==> config.mk <==
export PLATFORM = sky130hd
export DESIGN_NAME = mac_accum_flat
export DESIGN_NICKNAME = d
export VERILOG_FILES = /design/src/rtl/mac_accum_pkg.sv /design/src/rtl/mac_accum_if.sv /design/src/rtl/mac_accum_requantize.sv /design/src/rtl/mac_accum.sv /design/src/flat_wrapper.sv
export SDC_FILE = /design/constraint.sdc
export NUM_CORES = 1
export LEC_CHECK = 0
export CAP_MARGIN = 20
export CORE_MARGIN = 3
export CORE_UTILIZATION = 40
export DETAILED_ROUTE_END_ITERATION = 16
export PLACE_DENSITY_LB_ADDON = 0.12
export REMOVE_ABC_BUFFERS = 1
export SETUP_SLACK_MARGIN = 0.05
export SLEW_MARGIN = 10
export SYNTH_ARGS = -nofsm -noshare
export SYNTH_HDL_FRONTEND = slang
export SYNTH_SLANG_ARGS = --single-unit
==> constraint.sdc <==
create_clock -name CLK -period 6.8 [get_ports CLK]
set_input_delay 1.02 -clock CLK [delete_from_list [all_inputs] [get_ports CLK]]
set_output_delay 1.02 -clock CLK [all_outputs]
set_load 0.01 [all_outputs]
==> src/rtl/mac_accum_pkg.sv <==
// Shared types and default widths for the MAC accumulator slice.
package mac_pkg;

   localparam int DEF_ACT_WIDTH    = 8;
   localparam int DEF_WEIGHT_WIDTH = 8;
   localparam int DEF_ACC_WIDTH    = 32;
   localparam int DEF_LEN_WIDTH    = 16;
   localparam int DEF_OUT_WIDTH    = 8;
   localparam int SHIFT_WIDTH      = 5;

   typedef enum logic [1:0] {
      IDLE  = 2'd0,
      ACC   = 2'd1,
      QUANT = 2'd2,
      DONE  = 2'd3
   } mac_state_t;

endpackage

==> src/rtl/mac_accum_if.sv <==
// Job/stream/result bundle between the activation controller and mac_accum.
interface mac_accum_if
   import mac_pkg::*;
#(
   parameter int ACT_WIDTH    = DEF_ACT_WIDTH,
   parameter int WEIGHT_WIDTH = DEF_WEIGHT_WIDTH,
   parameter int ACC_WIDTH    = DEF_ACC_WIDTH,
   parameter int LEN_WIDTH    = DEF_LEN_WIDTH,
   parameter int OUT_WIDTH    = DEF_OUT_WIDTH
);

   logic                           START;
   logic [LEN_WIDTH-1:0]           LEN;
   logic signed [ACC_WIDTH-1:0]    BIAS;
   logic [SHIFT_WIDTH-1:0]         SHIFT;
   logic                           RELU_EN;
   logic                           IN_ACT_VALID;
   logic signed [ACT_WIDTH-1:0]    IN_ACT_DATA;
   logic signed [WEIGHT_WIDTH-1:0] WEIGHT_DATA;
   logic                           BUSY;
   logic                           OUT_VALID;
   logic signed [OUT_WIDTH-1:0]    OUT_DATA;
   logic signed [ACC_WIDTH-1:0]    ACC_OUT;
   logic                           OVERFLOW;

   modport master (
      output START, LEN, BIAS, SHIFT, RELU_EN, IN_ACT_VALID, IN_ACT_DATA, WEIGHT_DATA,
      input  BUSY, OUT_VALID, OUT_DATA, ACC_OUT, OVERFLOW
   );

   modport slave (
      input  START, LEN, BIAS, SHIFT, RELU_EN, IN_ACT_VALID, IN_ACT_DATA, WEIGHT_DATA,
      output BUSY, OUT_VALID, OUT_DATA, ACC_OUT, OVERFLOW
   );

endinterface

==> src/rtl/mac_accum_requantize.sv <==
// Rounding arithmetic right shift, optional ReLU, then saturation to OUT_WIDTH.
module requantize
   import mac_pkg::*;
#(
   parameter int ACC_WIDTH = DEF_ACC_WIDTH,
   parameter int OUT_WIDTH = DEF_OUT_WIDTH
) (
   input  logic signed [ACC_WIDTH-1:0] ACC,
   input  logic [SHIFT_WIDTH-1:0]      SHIFT,
   input  logic                        RELU_EN,
   output logic signed [OUT_WIDTH-1:0] RESULT
);

   // Output range limits, sign-extended to the rounding width.
   localparam logic signed [ACC_WIDTH:0] MAX_V =
      {{(ACC_WIDTH+2-OUT_WIDTH){1'b0}}, {(OUT_WIDTH-1){1'b1}}};
   localparam logic signed [ACC_WIDTH:0] MIN_V =
      {{(ACC_WIDTH+2-OUT_WIDTH){1'b1}}, {(OUT_WIDTH-1){1'b0}}};

   logic signed [ACC_WIDTH:0] rnd;
   logic signed [ACC_WIDTH:0] wide;
   logic signed [ACC_WIDTH:0] r;

   // One extra bit keeps the half-LSB rounding add from wrapping.
   always_comb begin
      rnd = '0;
      if (SHIFT != '0) begin
         rnd = {{ACC_WIDTH{1'b0}}, 1'b1} << (SHIFT - 5'd1);
      end
      wide = {ACC[ACC_WIDTH-1], ACC} + rnd;
      r    = wide >>> SHIFT;
      if (RELU_EN && r[ACC_WIDTH]) begin
         r = '0;
      end
      if (r > MAX_V) begin
         RESULT = MAX_V[OUT_WIDTH-1:0];
      end else if (r < MIN_V) begin
         RESULT = MIN_V[OUT_WIDTH-1:0];
      end else begin
         RESULT = r[OUT_WIDTH-1:0];
      end
   end

endmodule

==> src/rtl/mac_accum.sv <==
// Signed dot-product accumulator with bias, requantization and sticky overflow.
module mac_accum
   import mac_pkg::*;
#(
   parameter int ACT_WIDTH    = DEF_ACT_WIDTH,
   parameter int WEIGHT_WIDTH = DEF_WEIGHT_WIDTH,
   parameter int ACC_WIDTH    = DEF_ACC_WIDTH,
   parameter int LEN_WIDTH    = DEF_LEN_WIDTH,
   parameter int OUT_WIDTH    = DEF_OUT_WIDTH
) (
   input logic       CLK,
   input logic       RESETN,
   input logic       CLEAR,
   mac_accum_if.slave bus
);

   mac_state_t state, state_nxt;

   logic signed [ACC_WIDTH-1:0]              acc;
   logic [LEN_WIDTH-1:0]                     count;
   logic [LEN_WIDTH-1:0]                     len_q;
   logic [SHIFT_WIDTH-1:0]                   shift_q;
   logic                                     relu_q;
   logic                                     overflow_q;
   logic signed [OUT_WIDTH-1:0]              out_data_q;
   logic signed [ACC_WIDTH-1:0]              acc_out_q;
   logic signed [OUT_WIDTH-1:0]              quant_w;
   logic signed [ACT_WIDTH+WEIGHT_WIDTH-1:0] prod;
   logic signed [ACC_WIDTH-1:0]              prod_ext;
   logic signed [ACC_WIDTH-1:0]              sum;
   logic                                     add_ovf;
   logic                                     take;
   logic                                     last_pair;

   // Product, wrapped sum and signed-overflow detect for the incoming pair.
   always_comb begin
      prod      = bus.IN_ACT_DATA * bus.WEIGHT_DATA;
      prod_ext  = ACC_WIDTH'(prod);
      sum       = acc + prod_ext;
      add_ovf   = (acc[ACC_WIDTH-1] == prod_ext[ACC_WIDTH-1]) &&
                  (sum[ACC_WIDTH-1] != acc[ACC_WIDTH-1]);
      take      = (state == ACC) && bus.IN_ACT_VALID;
      last_pair = take && (count == len_q - LEN_WIDTH'(1));
   end

   // State register.
   always_ff @(posedge CLK or negedge RESETN) begin
      if (!RESETN) begin
         state <= IDLE;
      end else begin
         state <= state_nxt;
      end
   end

   // Next-state logic; CLEAR overrides every transition.
   always_comb begin
      state_nxt = state;
      case (state)
         IDLE:    if (bus.START) state_nxt = (bus.LEN != '0) ? ACC : QUANT;
         ACC:     if (last_pair) state_nxt = QUANT;
         QUANT:   state_nxt = DONE;
         DONE:    state_nxt = IDLE;
         default: state_nxt = IDLE;
      endcase
      if (CLEAR) begin
         state_nxt = IDLE;
      end
   end

   // Job latch, accumulation and result capture.
   always_ff @(posedge CLK or negedge RESETN) begin
      if (!RESETN) begin
         acc        <= '0;
         count      <= '0;
         len_q      <= '0;
         shift_q    <= '0;
         relu_q     <= 1'b0;
         overflow_q <= 1'b0;
         out_data_q <= '0;
         acc_out_q  <= '0;
      end else if (CLEAR) begin
         acc        <= '0;
         count      <= '0;
         overflow_q <= 1'b0;
      end else begin
         case (state)
            IDLE: begin
               if (bus.START) begin
                  acc        <= bus.BIAS;
                  count      <= '0;
                  overflow_q <= 1'b0;
                  len_q      <= bus.LEN;
                  shift_q    <= bus.SHIFT;
                  relu_q     <= bus.RELU_EN;
               end
            end
            ACC: begin
               if (take) begin
                  acc   <= sum;
                  count <= count + LEN_WIDTH'(1);
                  if (add_ovf) begin
                     overflow_q <= 1'b1;
                  end
               end
            end
            QUANT: begin
               out_data_q <= quant_w;
               acc_out_q  <= acc;
            end
            default: ;
         endcase
      end
   end

   requantize #(
      .ACC_WIDTH (ACC_WIDTH),
      .OUT_WIDTH (OUT_WIDTH)
   ) u_requantize (
      .ACC     (acc),
      .SHIFT   (shift_q),
      .RELU_EN (relu_q),
      .RESULT  (quant_w)
   );

   assign bus.BUSY      = (state != IDLE);
   assign bus.OUT_VALID = (state == DONE);
   assign bus.OUT_DATA  = out_data_q;
   assign bus.ACC_OUT   = acc_out_q;
   assign bus.OVERFLOW  = overflow_q;

endmodule

==> src/flat_wrapper.sv <==
// flat-port wrapper written by rule: the top's interface ports become plain ports
module mac_accum_flat import mac_pkg::*;
#(
   parameter int ACT_WIDTH    = DEF_ACT_WIDTH,
   parameter int WEIGHT_WIDTH = DEF_WEIGHT_WIDTH,
   parameter int ACC_WIDTH    = DEF_ACC_WIDTH,
   parameter int LEN_WIDTH    = DEF_LEN_WIDTH,
   parameter int OUT_WIDTH    = DEF_OUT_WIDTH
)
  (CLK, RESETN, CLEAR, bus_START, bus_LEN, bus_BIAS, bus_SHIFT, bus_RELU_EN, bus_IN_ACT_VALID, bus_IN_ACT_DATA, bus_WEIGHT_DATA, bus_BUSY, bus_OUT_VALID, bus_OUT_DATA, bus_ACC_OUT, bus_OVERFLOW);
  mac_accum_if #(.ACT_WIDTH(ACT_WIDTH), .WEIGHT_WIDTH(WEIGHT_WIDTH), .ACC_WIDTH(ACC_WIDTH), .LEN_WIDTH(LEN_WIDTH), .OUT_WIDTH(OUT_WIDTH)) bus_i ();
  input logic CLK;
  input logic RESETN;
  input logic CLEAR;
  input wire logic [$bits(bus_i.START)-1:0] bus_START;
  input wire logic [$bits(bus_i.LEN)-1:0] bus_LEN;
  input wire logic [$bits(bus_i.BIAS)-1:0] bus_BIAS;
  input wire logic [$bits(bus_i.SHIFT)-1:0] bus_SHIFT;
  input wire logic [$bits(bus_i.RELU_EN)-1:0] bus_RELU_EN;
  input wire logic [$bits(bus_i.IN_ACT_VALID)-1:0] bus_IN_ACT_VALID;
  input wire logic [$bits(bus_i.IN_ACT_DATA)-1:0] bus_IN_ACT_DATA;
  input wire logic [$bits(bus_i.WEIGHT_DATA)-1:0] bus_WEIGHT_DATA;
  output wire logic [$bits(bus_i.BUSY)-1:0] bus_BUSY;
  output wire logic [$bits(bus_i.OUT_VALID)-1:0] bus_OUT_VALID;
  output wire logic [$bits(bus_i.OUT_DATA)-1:0] bus_OUT_DATA;
  output wire logic [$bits(bus_i.ACC_OUT)-1:0] bus_ACC_OUT;
  output wire logic [$bits(bus_i.OVERFLOW)-1:0] bus_OVERFLOW;
  assign bus_i.START = bus_START;
  assign bus_i.LEN = bus_LEN;
  assign bus_i.BIAS = bus_BIAS;
  assign bus_i.SHIFT = bus_SHIFT;
  assign bus_i.RELU_EN = bus_RELU_EN;
  assign bus_i.IN_ACT_VALID = bus_IN_ACT_VALID;
  assign bus_i.IN_ACT_DATA = bus_IN_ACT_DATA;
  assign bus_i.WEIGHT_DATA = bus_WEIGHT_DATA;
  assign bus_BUSY = bus_i.BUSY;
  assign bus_OUT_VALID = bus_i.OUT_VALID;
  assign bus_OUT_DATA = bus_i.OUT_DATA;
  assign bus_ACC_OUT = bus_i.ACC_OUT;
  assign bus_OVERFLOW = bus_i.OVERFLOW;
  mac_accum #(.ACT_WIDTH(ACT_WIDTH), .WEIGHT_WIDTH(WEIGHT_WIDTH), .ACC_WIDTH(ACC_WIDTH), .LEN_WIDTH(LEN_WIDTH), .OUT_WIDTH(OUT_WIDTH)) u_core (.CLK(CLK), .RESETN(RESETN), .CLEAR(CLEAR), .bus(bus_i));
endmodule
==> results.json <==
{
  "fin_crit_ns": 6.942,
  "dp_hpwl_mm": 39.60,
  "die_h_microns": 198.7,
  "fmax_ghz": 0.1441,
  "worstHoldPathType": "reg -> reg",
  "overflow": 0,
  "num_io_pins": 118,
  "slowest_delay_ns": 0.54,
  "wl_per_cell_microns": 19.50,
  "worstSetupPathType": "in -> reg",
  "cts_tree": "done",
  "synthCells": 1845,
  "setup_slack_ns": -0.1416,
  "timing.critical_path.slowest_stage_cell": "fa_1",
  "grt_pass1_wl_mm": 79.85,
  "insertedDiodeCount": 0,
  "vias": 14843,
  "ys_seq_elements": 113,
  "ant_nets": 0,
  "layout-drive-gt1-share": 0.1999,
  "cellLeakagePower_uw": 0.008544,
  "use_met1": 0.3394,
  "post-route-period-util": 1.021,
  "yosysSeqAreaShare": 0.1904,
  "p_int_uw": 6156,
  "synth_top_area_cell": "dfrtp_1",
  "slew_headroom": 0.3041,
  "grt_busiest_layer": "met2",
  "fp-row-count": 69,
  "synth_area_sq_um": 14850,
  "drtIter0Drc": 1151,
  "ys_async_sr_fraction": 1.000,
  "maxCapViolations": 0,
  "cp.arrival_ns": 7.33,
  "drv_slew": 0,
  "setup_viol": 6,
  "p_sw_uw": 5702,
  "antenna_found_initial": 0,
  "cts_sinks": 113,
  "required_ns": 7.19,
  "seq_power_share": 0.103,
  "crit_path_start_kind": "input pin",
  "yosysTopAreaCellShare": 0.1904,
  "rsz0062_at_grt": "yes",
  "pwr-share-clk": 0.081,
  "cts_made_buffers": 17,
  "skew_ns": 0.01757,
  "yosysWarnings": 0,
  "cts_max_level": 4,
  "hold_viol": 0,
  "place_ws_ns": -1.464,
  "drc": 0,
  "status": "finished, violations left",
  "critPathMostFrequentCell": "fa_1",
  "violations": "setup timing",
  "yosysMostFrequentCell": "nand2_1",
  "p_comb_frac": 0.816,
  "grt_max_degree": 69,
  "die_w_microns": 198.7,
  "final_cells": 2577,
  "drt_pass1_iterations": 5,
  "crit_path_max_fanout": 5,
  "place.gp.congestion": 0.9485,
  "clk_path_buf_depth": 2,
  "crit_path_start": "bus_IN_ACT_DATA[6]",
  "synth_area_leaders": "dfrtp_1 19%, ha_1 8.3%, fa_1 7.7%, nand2_1 6.5%, nor2_1 4.0%",
  "hp-start": "u_core.bus.ACC_OUT[22]$_DFFE_PN0P_",
  "use_met3": 0.04421,
  "synth_commonest_cells": "258 x nand2_1, 157 x nor2_1, 132 x inv_1, 113 x dfrtp_1, 99 x ha_1",
  "ir_drop_mv": 0.3007,
  "grt_pass1_vias": 14710,
  "holdBufCountCts": 0,
  "io_buffers": 117,
  "cts-root-buf": "clkbuf_16",
  "wl_mm": 50.26,
  "area_delta_synth_final_pct": 25.71,
  "worstReg2RegStart": "u_core.shift_q[0]$_DFFE_PN0P_",
  "grtUsageTotal": 0.2542,
  "dp.cells": 2530,
  "nNetsFinal": 2334,
  "dieArea_sq_um": 39470,
  "clock_latency_ns": 0.46,
  "synth_edf_count": 0,
  "yosys.cell_types.count": 110,
  "synth_top_flop_cell": "dfrtp_1",
  "endpoint_kind": "register",
  "core_sq_um": 36090,
  "post_drt_via_cell_ratio": 5.760,
  "clkSlewWorstSetupHoldPaths_ns": 0.06,
  "powerDensity_nw_per_um2": 635.2,
  "use_met2": 0.4216,
  "start_util": 0.4115,
  "worst_pin_slew_ns": 1.044,
  "synth.avg_cell_area_sq_um": 8.049,
  "p_sw_frac": 0.4808
}
cell families after synthesis:
logic type,count (synthesis),share of synthesized area
compound gates,478,0.2254
xor+xnor,87,0.05131
fa+ha+maj,156,0.1602
buf+inv,217,0.06707
flops,113,0.1904
mux,89,0.07372
other cells,1,0.0002525
simple gates,704,0.2316
stage by stage:
step	hold WS [ns]	utilization	instance area (sq um)	setup TNS, ns	power (uW)
6_report	0.4736	0.5173	18670	-0.3520	11860
5_1_grt	0.4983	0.5173	18670	-3.474	12840
4_1_cts	0.4786	0.5135	18530	-0.1333	11500
3_5_place_dp	0.4625	0.4864	17550	-18.58	9898
3_3_place_gp	0.4590	0.4862	17550	-16.45	9813
2_1_floorplan	0.4949	-	14350	-12.36	6426
sequential cells by signal, indices dropped and copies added, names as in the netlist:
signal,cells
u_core.acc,32
u_core.bus.ACC_OUT,32
u_core.bus.OUT_DATA,8
u_core.bus.OVERFLOW,1
u_core.count,16
u_core.len_q,16
u_core.relu_q,1
u_core.shift_q,5
u_core.state,2
worst max-delay path, delay by kind of cell:
kind,cells,cell delay [ns]
xor gates and xnor gates,1,0.13
adders and majority gates,6,2.56
AOI/OAI and AO/OA,12,1.98
and+or+nand+nor,4,0.89
buffers and inverters,9,0.73
placed cells by master, fill, tap and decap left out, drive strengths merged, types with 8 or more instances in the layout:
master,Yosys,layout
clkbuf,45,21
nand2,260,260
xnor2,55,55
and2,59,59
nor2b,11,11
xor2,32,32
nor3,39,39
fa,57,57
nand4,28,28
buf,39,222
dfrtp,113,113
clkdlybuf4s50,0,100
inv,133,135
o21ai,103,103
nor2,158,158
a21o,32,32
nand3,39,39
a31oi,16,16
or3,16,16
o2111ai,9,9
a22oi,8,8
o31ai,12,12
nor4,15,15
mux2i,43,43
mux4,13,13
ha,99,99
a21oi,104,104
nand2b,16,16
o21a,22,22
a211oi,23,23
o211ai,30,30
mux2,33,33
o211a,8,8
o22ai,13,13
o21bai,13,13
and3,26,26
final timing paths:
kind,endpoint,slack [ns],depth (start not counted)
setup / recovery,u_core.acc[31]$_DFFE_PN0P_,-0.14,32
hold / removal,u_core.bus.ACC_OUT[22]$_DFFE_PN0P_,0.47,2
setup reg to reg,u_core.bus.OUT_DATA[3]$_DFFE_PN0P_,0.61,20
hold reg to reg,u_core.bus.ACC_OUT[22]$_DFFE_PN0P_,0.47,2
max in group asynchronous,u_core.bus.ACC_OUT[12]$_DFFE_PN0P_,4.85,2
min in group asynchronous,u_core.relu_q$_DFFE_PN0P_,0.57,1
metal layers:
layer / part of all wire / vias to the layer above
li1: - / 7125
met1: 0.44 / 7180
met2: 0.47 / 443
met3: 0.054 / 95
met4: 0.029 / 0
met5: 0 / -
cell type report:
| cell class | instances | area (sq um) |
|---|---|---|
| multi-input cells | 1515 | 11430 |
| repair buffers | 323 | 2714 |
| clock inverters | 11 | 153.9 |
| well taps | 461 | 576.8 |
| fillers | 3452 | 17420 |
| inverters | 133 | 501.7 |
| flip-flops and latches | 113 | 2828 |
| clock buffers | 21 | 460.4 |
power by group through the flow:
stage	Clock [uW]	Combinational, uW	Sequential (uW)
after detailed placement	0	8670	1230
final	960	9670	1230
after floorplan	0	5190	1230
after global routing	1010	10600	1270
after CTS	982	9300	1220
after global placement	0	8590	1220
repair_timing:
action | CTS | global route
hold endpoints to repair | 0 | 0
endpoints found under the setup margin | 16 | 14
buffers inserted | 14 | 1
pin swaps | 68 | 28
gates resized for setup | 135 | 25
(Power assumes the default switching activity.)
==> variant 1, RTL diff (same flow settings) <==
Register the input `CLEAR` before use, cleared by the reset. The logic sees it one clock later. The other inputs are not delayed to match.
--- a/src/rtl/mac_accum.sv
+++ b/src/rtl/mac_accum.sv
@@ -13,6 +13,16 @@
    input logic       CLEAR,
    mac_accum_if.slave bus
 );
+
+   logic CLEAR_q;
+
+   always_ff @(posedge CLK or negedge RESETN) begin
+      if (!RESETN) begin
+         CLEAR_q <= '0;
+      end else begin
+         CLEAR_q <= CLEAR;
+      end
+   end
 
    mac_state_t state, state_nxt;
 
@@ -62,7 +72,7 @@
          DONE:    state_nxt = IDLE;
          default: state_nxt = IDLE;
       endcase
-      if (CLEAR) begin
+      if (CLEAR_q) begin
          state_nxt = IDLE;
       end
    end
@@ -78,7 +88,7 @@
          overflow_q <= 1'b0;
          out_data_q <= '0;
          acc_out_q  <= '0;
-      end else if (CLEAR) begin
+      end else if (CLEAR_q) begin
          acc        <= '0;
          count      <= '0;
          overflow_q <= 1'b0;
Formal check against the unedited RTL: not equivalent (a bounded check fails within 4 cycles, from zero or initial values and one cycle with RESETN low).
==> variant 1 against the unedited design <==
The flow still finishes with violations (negative setup slack); die area fell by 5.5%; design area fell by 3.9%; synthesized area shrank 5.7%; register-to-register slack worse by 140 ps; sequential cell count up 1; worst setup slack worse by 130 ps; routed wire length is 11% lower.
Power is left out: the tool's default activity adds up to more than one toggle a clock period on the data nets, which glitch-free logic cannot reach.
==> variant 1: results (changes against the unedited design) <==
Finish
  – Nets@finish: 2168 (was 2334)
  – Fill count: 3242 (was 3452)
  – Layout cells sized above 1: 0.2060 (was 0.1999)

Worst setup path
  – CP Max Fanout: 4 (was 5)
  – R2R Path End: u_core.bus.OUT_DATA[0]$_DFFE_PN0P_ (was u_core.bus.OUT_DATA[3]$_DFFE_PN0P_)
  – Worst r2r src: u_core.shift_q[0]$_DFFE_PN0P_ (unchanged)
  – Largest stage delay, worst path: 510 ps (was 540 ps)
  – Worst R2R Path Depth: 17 (was 20)
  – Cell family with most CP delay: compound AO/OA/AOI/OAI gates (was adder cells)
  – Crit path max-delay cell type: fa_1 (unchanged)
  – Crit path DAT: 7370 ps (was 7330 ps)
  – Worst R2R Setup Slack: 470 ps (was 610 ps)

Routing
  – Wire per inst: 18.55 um (was 19.50 um)
  – DRT Pass-1 Iters: 5 (unchanged)
  – Vias per Instance: 5.653 (was 5.760)
  – Initial DRC count: 910 (was 1151)

Clock network
  – Longest Clk Path Bufs: 2 (unchanged)
  – Clk Latency, worst-skew pair: 440 ps (was 460 ps)
  – Htree depth: 4 (unchanged)
  – Worst-path clk slew: 60 ps (about the same)

Global routing
  – First-pass GRT wire length: 69850 um (was 79850 um)
  – Largest net degree at the start of global routing: 64 (was 69)
  – Vias in the first global route: 13020 (was 14710)
  – GRT Total Usage: 0.2360 (was 0.2542)

Yosys
  – Post-Synth Adder-Cell Area: 0.1690 (was 0.1602)
  – Sequential share of the synthesized area: 0.2037 (was 0.1904)
  – Mux cell area share after synthesis: 0.09167 (was 0.07372)
  – Commonest cells post-synth: nand2_1 (237), nor2_1 (138), inv_1 (121), dfrtp_1 (114), ha_1 (98) (was nand2_1 (258), nor2_1 (157), inv_1 (132), dfrtp_1 (113), ha_1 (99))
  – Compound-Gate Fraction of Synth Area: 0.2059 (was 0.2254)
  – YS warnings: 0 (unchanged)
  – Post-synthesis cell type count: 98 (was 110)
  – Synth area leaders: dfrtp_1 (20%), ha_1 (8.8%), fa_1 (8.1%) (was dfrtp_1 (19%), ha_1 (8.3%), fa_1 (7.7%))
  – XOR/XNOR Fraction of Synth Area: 0.06192 (was 0.05131)
  – Main flop type after synthesis: dfrtp_1 (unchanged)
  – Ys async rst share: 1.000 (unchanged)

Placement
  – Final Wtd Congestion: 0.9432 (was 0.9485)
  – HPWL after DPL: 34050 um (was 39600 um)
  – I/O Buffers: 117 (unchanged)

Outcome
  – Status: finished, violations left (unchanged)
  – Failing checks: negative setup slack (unchanged)

Min path
  – Hold Crit Start: u_core.bus.ACC_OUT[13]$_DFFE_PN0P_ (was u_core.bus.ACC_OUT[22]$_DFFE_PN0P_)
  – Worst Hold End: u_core.bus.ACC_OUT[13]$_DFFE_PN0P_ (was u_core.bus.ACC_OUT[22]$_DFFE_PN0P_)
  – Hold-critical path depth: 2 (unchanged)
  – HP Class: flop to flop (unchanged)

STA
  – Setup slack after layout: -270.0 ps (was -141.6 ps)
  – Slew @ Worst Pin: 959.6 ps (was 1044 ps)
  – Final setup violating endpoints: 2 (was 6)
  – Max Clock Skew: 15.17 ps (was 17.57 ps)
-- variant 1: layout make-up --
cell class	instances	area share
inverter	125	0.02629
sequential	114	0.1590
tap	448	0.03124
clock buffer	19	0.02524
timing repair buffer	276	0.1351
multi-input combinational	1404	0.6135
clock inverter	13	0.009484
antenna	1	0.0001395
-- variant 1: how the worst max path moves through the flow --
stage / from / end / slack [ps]
floorplan: bus_WEIGHT_DATA[4] / u_core.acc[31]$_DFFE_PN0P_ / -1420
global placement: bus_IN_ACT_DATA[0] / u_core.acc[31]$_DFFE_PN0P_ / -1570
detailed placement: bus_IN_ACT_DATA[0] / u_core.acc[31]$_DFFE_PN0P_ / -1700
CTS: bus_IN_ACT_DATA[5] / u_core.acc[31]$_DFFE_PN0P_ / -330
global route: bus_IN_ACT_DATA[4] / u_core.acc[31]$_DFFE_PN0P_ / -590
finish: bus_IN_ACT_DATA[4] / u_core.acc[31]$_DFFE_PN0P_ / -270
-- variant 1: per-stage QoR --
| step | TNS [ps] | setup slack (ps) | hold WS [ps] | cell area (um2) | cells |
|---|---|---|---|---|---|
| after floorplan | -11260 | -1425 | 494.9 | 13690 | 1643 |
| after global placement | -17930 | -1574 | 458.8 | 16450 | 2341 |
| after detailed placement | -19620 | -1698 | 464.5 | 16450 | 2341 |
| after CTS | -737.0 | -329.5 | 479.0 | 17390 | 2389 |
| after global routing | -1832 | -591.9 | 490.3 | 17940 | 2399 |
| final | -525.8 | -270.0 | 475.0 | 17940 | 2400 |
-- variant 1: cell families (layout without fill, tap and decap cells) --
kind of cell	after synthesis	in the layout
buf+inv	201	433
mux	111	111
simple gates	630	630
compound gates	408	408
other cells	1	2
fa+ha+maj	155	155
flops	114	114
xor+xnor	99	99
-- variant 1: worst reg2reg max path: stages, from the launching register on --
cell and delay (ps):
dfrtp_1 700, inv_1 180, nand2_1 630, nor2_1 140, ha_1 520, nand2_1 190
or3_4 440, or3_1 370, o211ai_2 290, o21ai_1 160, xnor2_1 300, mux2i_1 120
mux4_2 500, a221oi_1 760, nand2_1 110, nor4_1 250, a31oi_1 300, o211ai_1 270
-- variant 1: metal layers --
metal,GRT usage,wire [um]
met1,0.3313,20700
met5,0,0
met3,0.03598,2000
met4,0.06648,1107
met2,0.3787,20710
-- variant 1: timing repair --
item,CTS,global route
setup endpoints to repair,18,14
endpoints found under the hold margin,0,0
pin swaps,57,60
gates resized for setup,129,94
buffers inserted,17,14
==> variant 2, RTL diff (config.mk and constraints unchanged) <==
Without the edit above. The package constant `DEF_ACC_WIDTH` goes from 32 to 36.
--- a/src/rtl/mac_accum_pkg.sv
+++ b/src/rtl/mac_accum_pkg.sv
@@ -3,7 +3,7 @@
 
    localparam int DEF_ACT_WIDTH    = 8;
    localparam int DEF_WEIGHT_WIDTH = 8;
-   localparam int DEF_ACC_WIDTH    = 32;
+   localparam int DEF_ACC_WIDTH    = 36;
    localparam int DEF_LEN_WIDTH    = 16;
    localparam int DEF_OUT_WIDTH    = 8;
    localparam int SHIFT_WIDTH      = 5;
Ports: changed (resized bus_ACC_OUT and bus_BIAS); port bits go from 118 to 126. No check against the original RTL was run, so the function may have changed too.
==> variant 2 against the unedited design <==
The run still ends with negative setup slack left; utilization rose by 0.67 points; clock skew is essentially flat; synthesized area up 5.0%; sequential cell count grew 8; worst setup slack worse by 620 ps; routed wire length rose by 7.0%; critical path depth grew 3; design area rose by 6.7%; critical path type unchanged; highest routed layer unchanged.
Power is left out: the tool's default activity adds up to more than one toggle a clock period on the data nets, which glitch-free logic cannot reach.
==> variant 2: results (changes against the unedited design) <==
Clock network
  – Htree depth: 4 (unchanged)
  – Clock sink count: 121 (was 113)
  – Clock root cell: clkbuf_16 (unchanged)

Global routing
  – Routing usage on met1: 0.3459 (was 0.3394)
  – Largest net degree at the start of global routing: 66 (was 69)
  – Grt met3 use: 0.02969 (was 0.04421)
  – First-pass GRT wire length: 85060 um (was 79850 um)
  – Vias in the first global route: 15420 (was 14710)
  – GRT Total Usage: 0.2565 (was 0.2542)

Finish
  – Count of non-CTS buffers in the layout: 354 (was 323)
  – Post-Layout Cell Count: 2776 (was 2577)
  – Layout cells sized above 1: 0.2040 (was 0.1999)
  – Core Util, Final: 0.5240 (was 0.5173)
  – Buffering overhead: 0.1522 (was 0.1454)
  – Multi-input combinational cell count: 1622 (was 1515)
  – Fill count: 3709 (was 3452)
  – ClkCell Share: 0.03002 (was 0.03291)
  – Inverter count: 136 (was 133)

Worst setup path
  – Crit path DAT: 7870 ps (was 7330 ps)
  – CP Max Fanout: 6 (was 5)

Routing
  – Routed WL: 53760 um (was 50260 um)
  – M1 WL: 24460 um (was 22350 um)
  – Routed wl met2: 25840 um (was 23710 um)
  – Initial DRC count: 1013 (was 1151)
  – Vias per Instance: 5.675 (was 5.760)
  – WL met3: 1854 um (was 2738 um)

Yosys
  – Synth area leaders: dfrtp_1 (19%), ha_1 (8.2%), fa_1 (7.3%) (was dfrtp_1 (19%), ha_1 (8.3%), fa_1 (7.7%))
  – Cells after Synth: 1988 (was 1845)
  – Commonest cells post-synth: nand2_1 (248), nor2_1 (200), inv_1 (135), dfrtp_1 (121), a21oi_1 (116) (was nand2_1 (258), nor2_1 (157), inv_1 (132), dfrtp_1 (113), ha_1 (99))
  – Post-synthesis cell type count: 104 (was 110)

Placement
  – Placement Cell Area: 18590 um2 (was 17550 um2)
  – Placed cells: 2717 (was 2530)
  – HPWL after DPL: 41930 um (was 39600 um)
  – Pre-CTS worst setup slack: -2449 ps (was -1464 ps)
  – Final Wtd Congestion: 0.9481 (was 0.9485)
  – I/O Buffers: 125 (was 117)

STA
  – Setup slack after layout: -763.1 ps (was -141.6 ps)
  – Final setup violating endpoints: 10 (was 6)
  – Setup tns final: -5763 ps (was -352.0 ps)
  – Slew margin rel.: 0.4123 (was 0.3041)
  – Max Clock Skew: 17.78 ps (was 17.57 ps)

Floorplanning
  – Core area: 38020 um2 (was 36090 um2)
  – Initial core utilization: 0.4102 (was 0.4115)

Outcome
  – Failing checks: negative setup slack (unchanged)
  – Status: finished, violations left (unchanged)
## variant 2: changes by cell type in the layout (fill, tap and decap cells not counted), sizes merged, moves of 8 or more
| cell | change |
|---|---|
| nor2 | +42 |
| a21oi | +17 |
| or2 | +8 |
| a211oi | +36 |
| nand2 | -9 |
| buf | +25 |
| dfrtp | +8 |
## variant 2: logic make-up after synthesis
logic type      synth area share
xor+xnor                 0.05503
buf+inv                  0.06217
simple gates              0.2278
other cells            0.0002404
mux                      0.07196
compound gates            0.2337
fa+ha+maj                 0.1550
flops                     0.1941
## variant 2: critical path, delay by kind of cell
kind                     cells  cell delay [ps]
adder cells (fa/ha/maj)      6             2460
buffers and inverters        7              490
AO/OA/AOI/OAI               16             2520
XOR/XNOR                     2              310
AND/OR/NAND/NOR              4             1040
## variant 2: path summary, 6_finish.rpt
kind                            depth (start not counted)                              start  slack (ps)                            endpoint
max in group asynchronous                               2                             RESETN        5010          u_core.acc[14]$_DFFE_PN0P_
worst max register to register                         21      u_core.shift_q[0]$_DFFE_PN0P_         460  u_core.bus.OUT_DATA[1]$_DFFE_PN0P_
worst min register to register                          2  u_core.bus.ACC_OUT[0]$_DFFE_PN0P_         470   u_core.bus.ACC_OUT[0]$_DFFE_PN0P_
min in group asynchronous                               1                             RESETN         510  u_core.bus.ACC_OUT[33]$_DFFE_PN0P_
worst max-delay path                                   35                 bus_WEIGHT_DATA[3]        -760          u_core.acc[35]$_DFFE_PN0P_
worst min-delay path                                    2  u_core.bus.ACC_OUT[0]$_DFFE_PN0P_         470   u_core.bus.ACC_OUT[0]$_DFFE_PN0P_
## variant 2: repair_timing
action                                  in CTS  in global routing
setup buffers                               16                 14
pin swaps                                   70                 38
endpoints found under the setup margin      21                 25
gates resized for setup                    164                 39
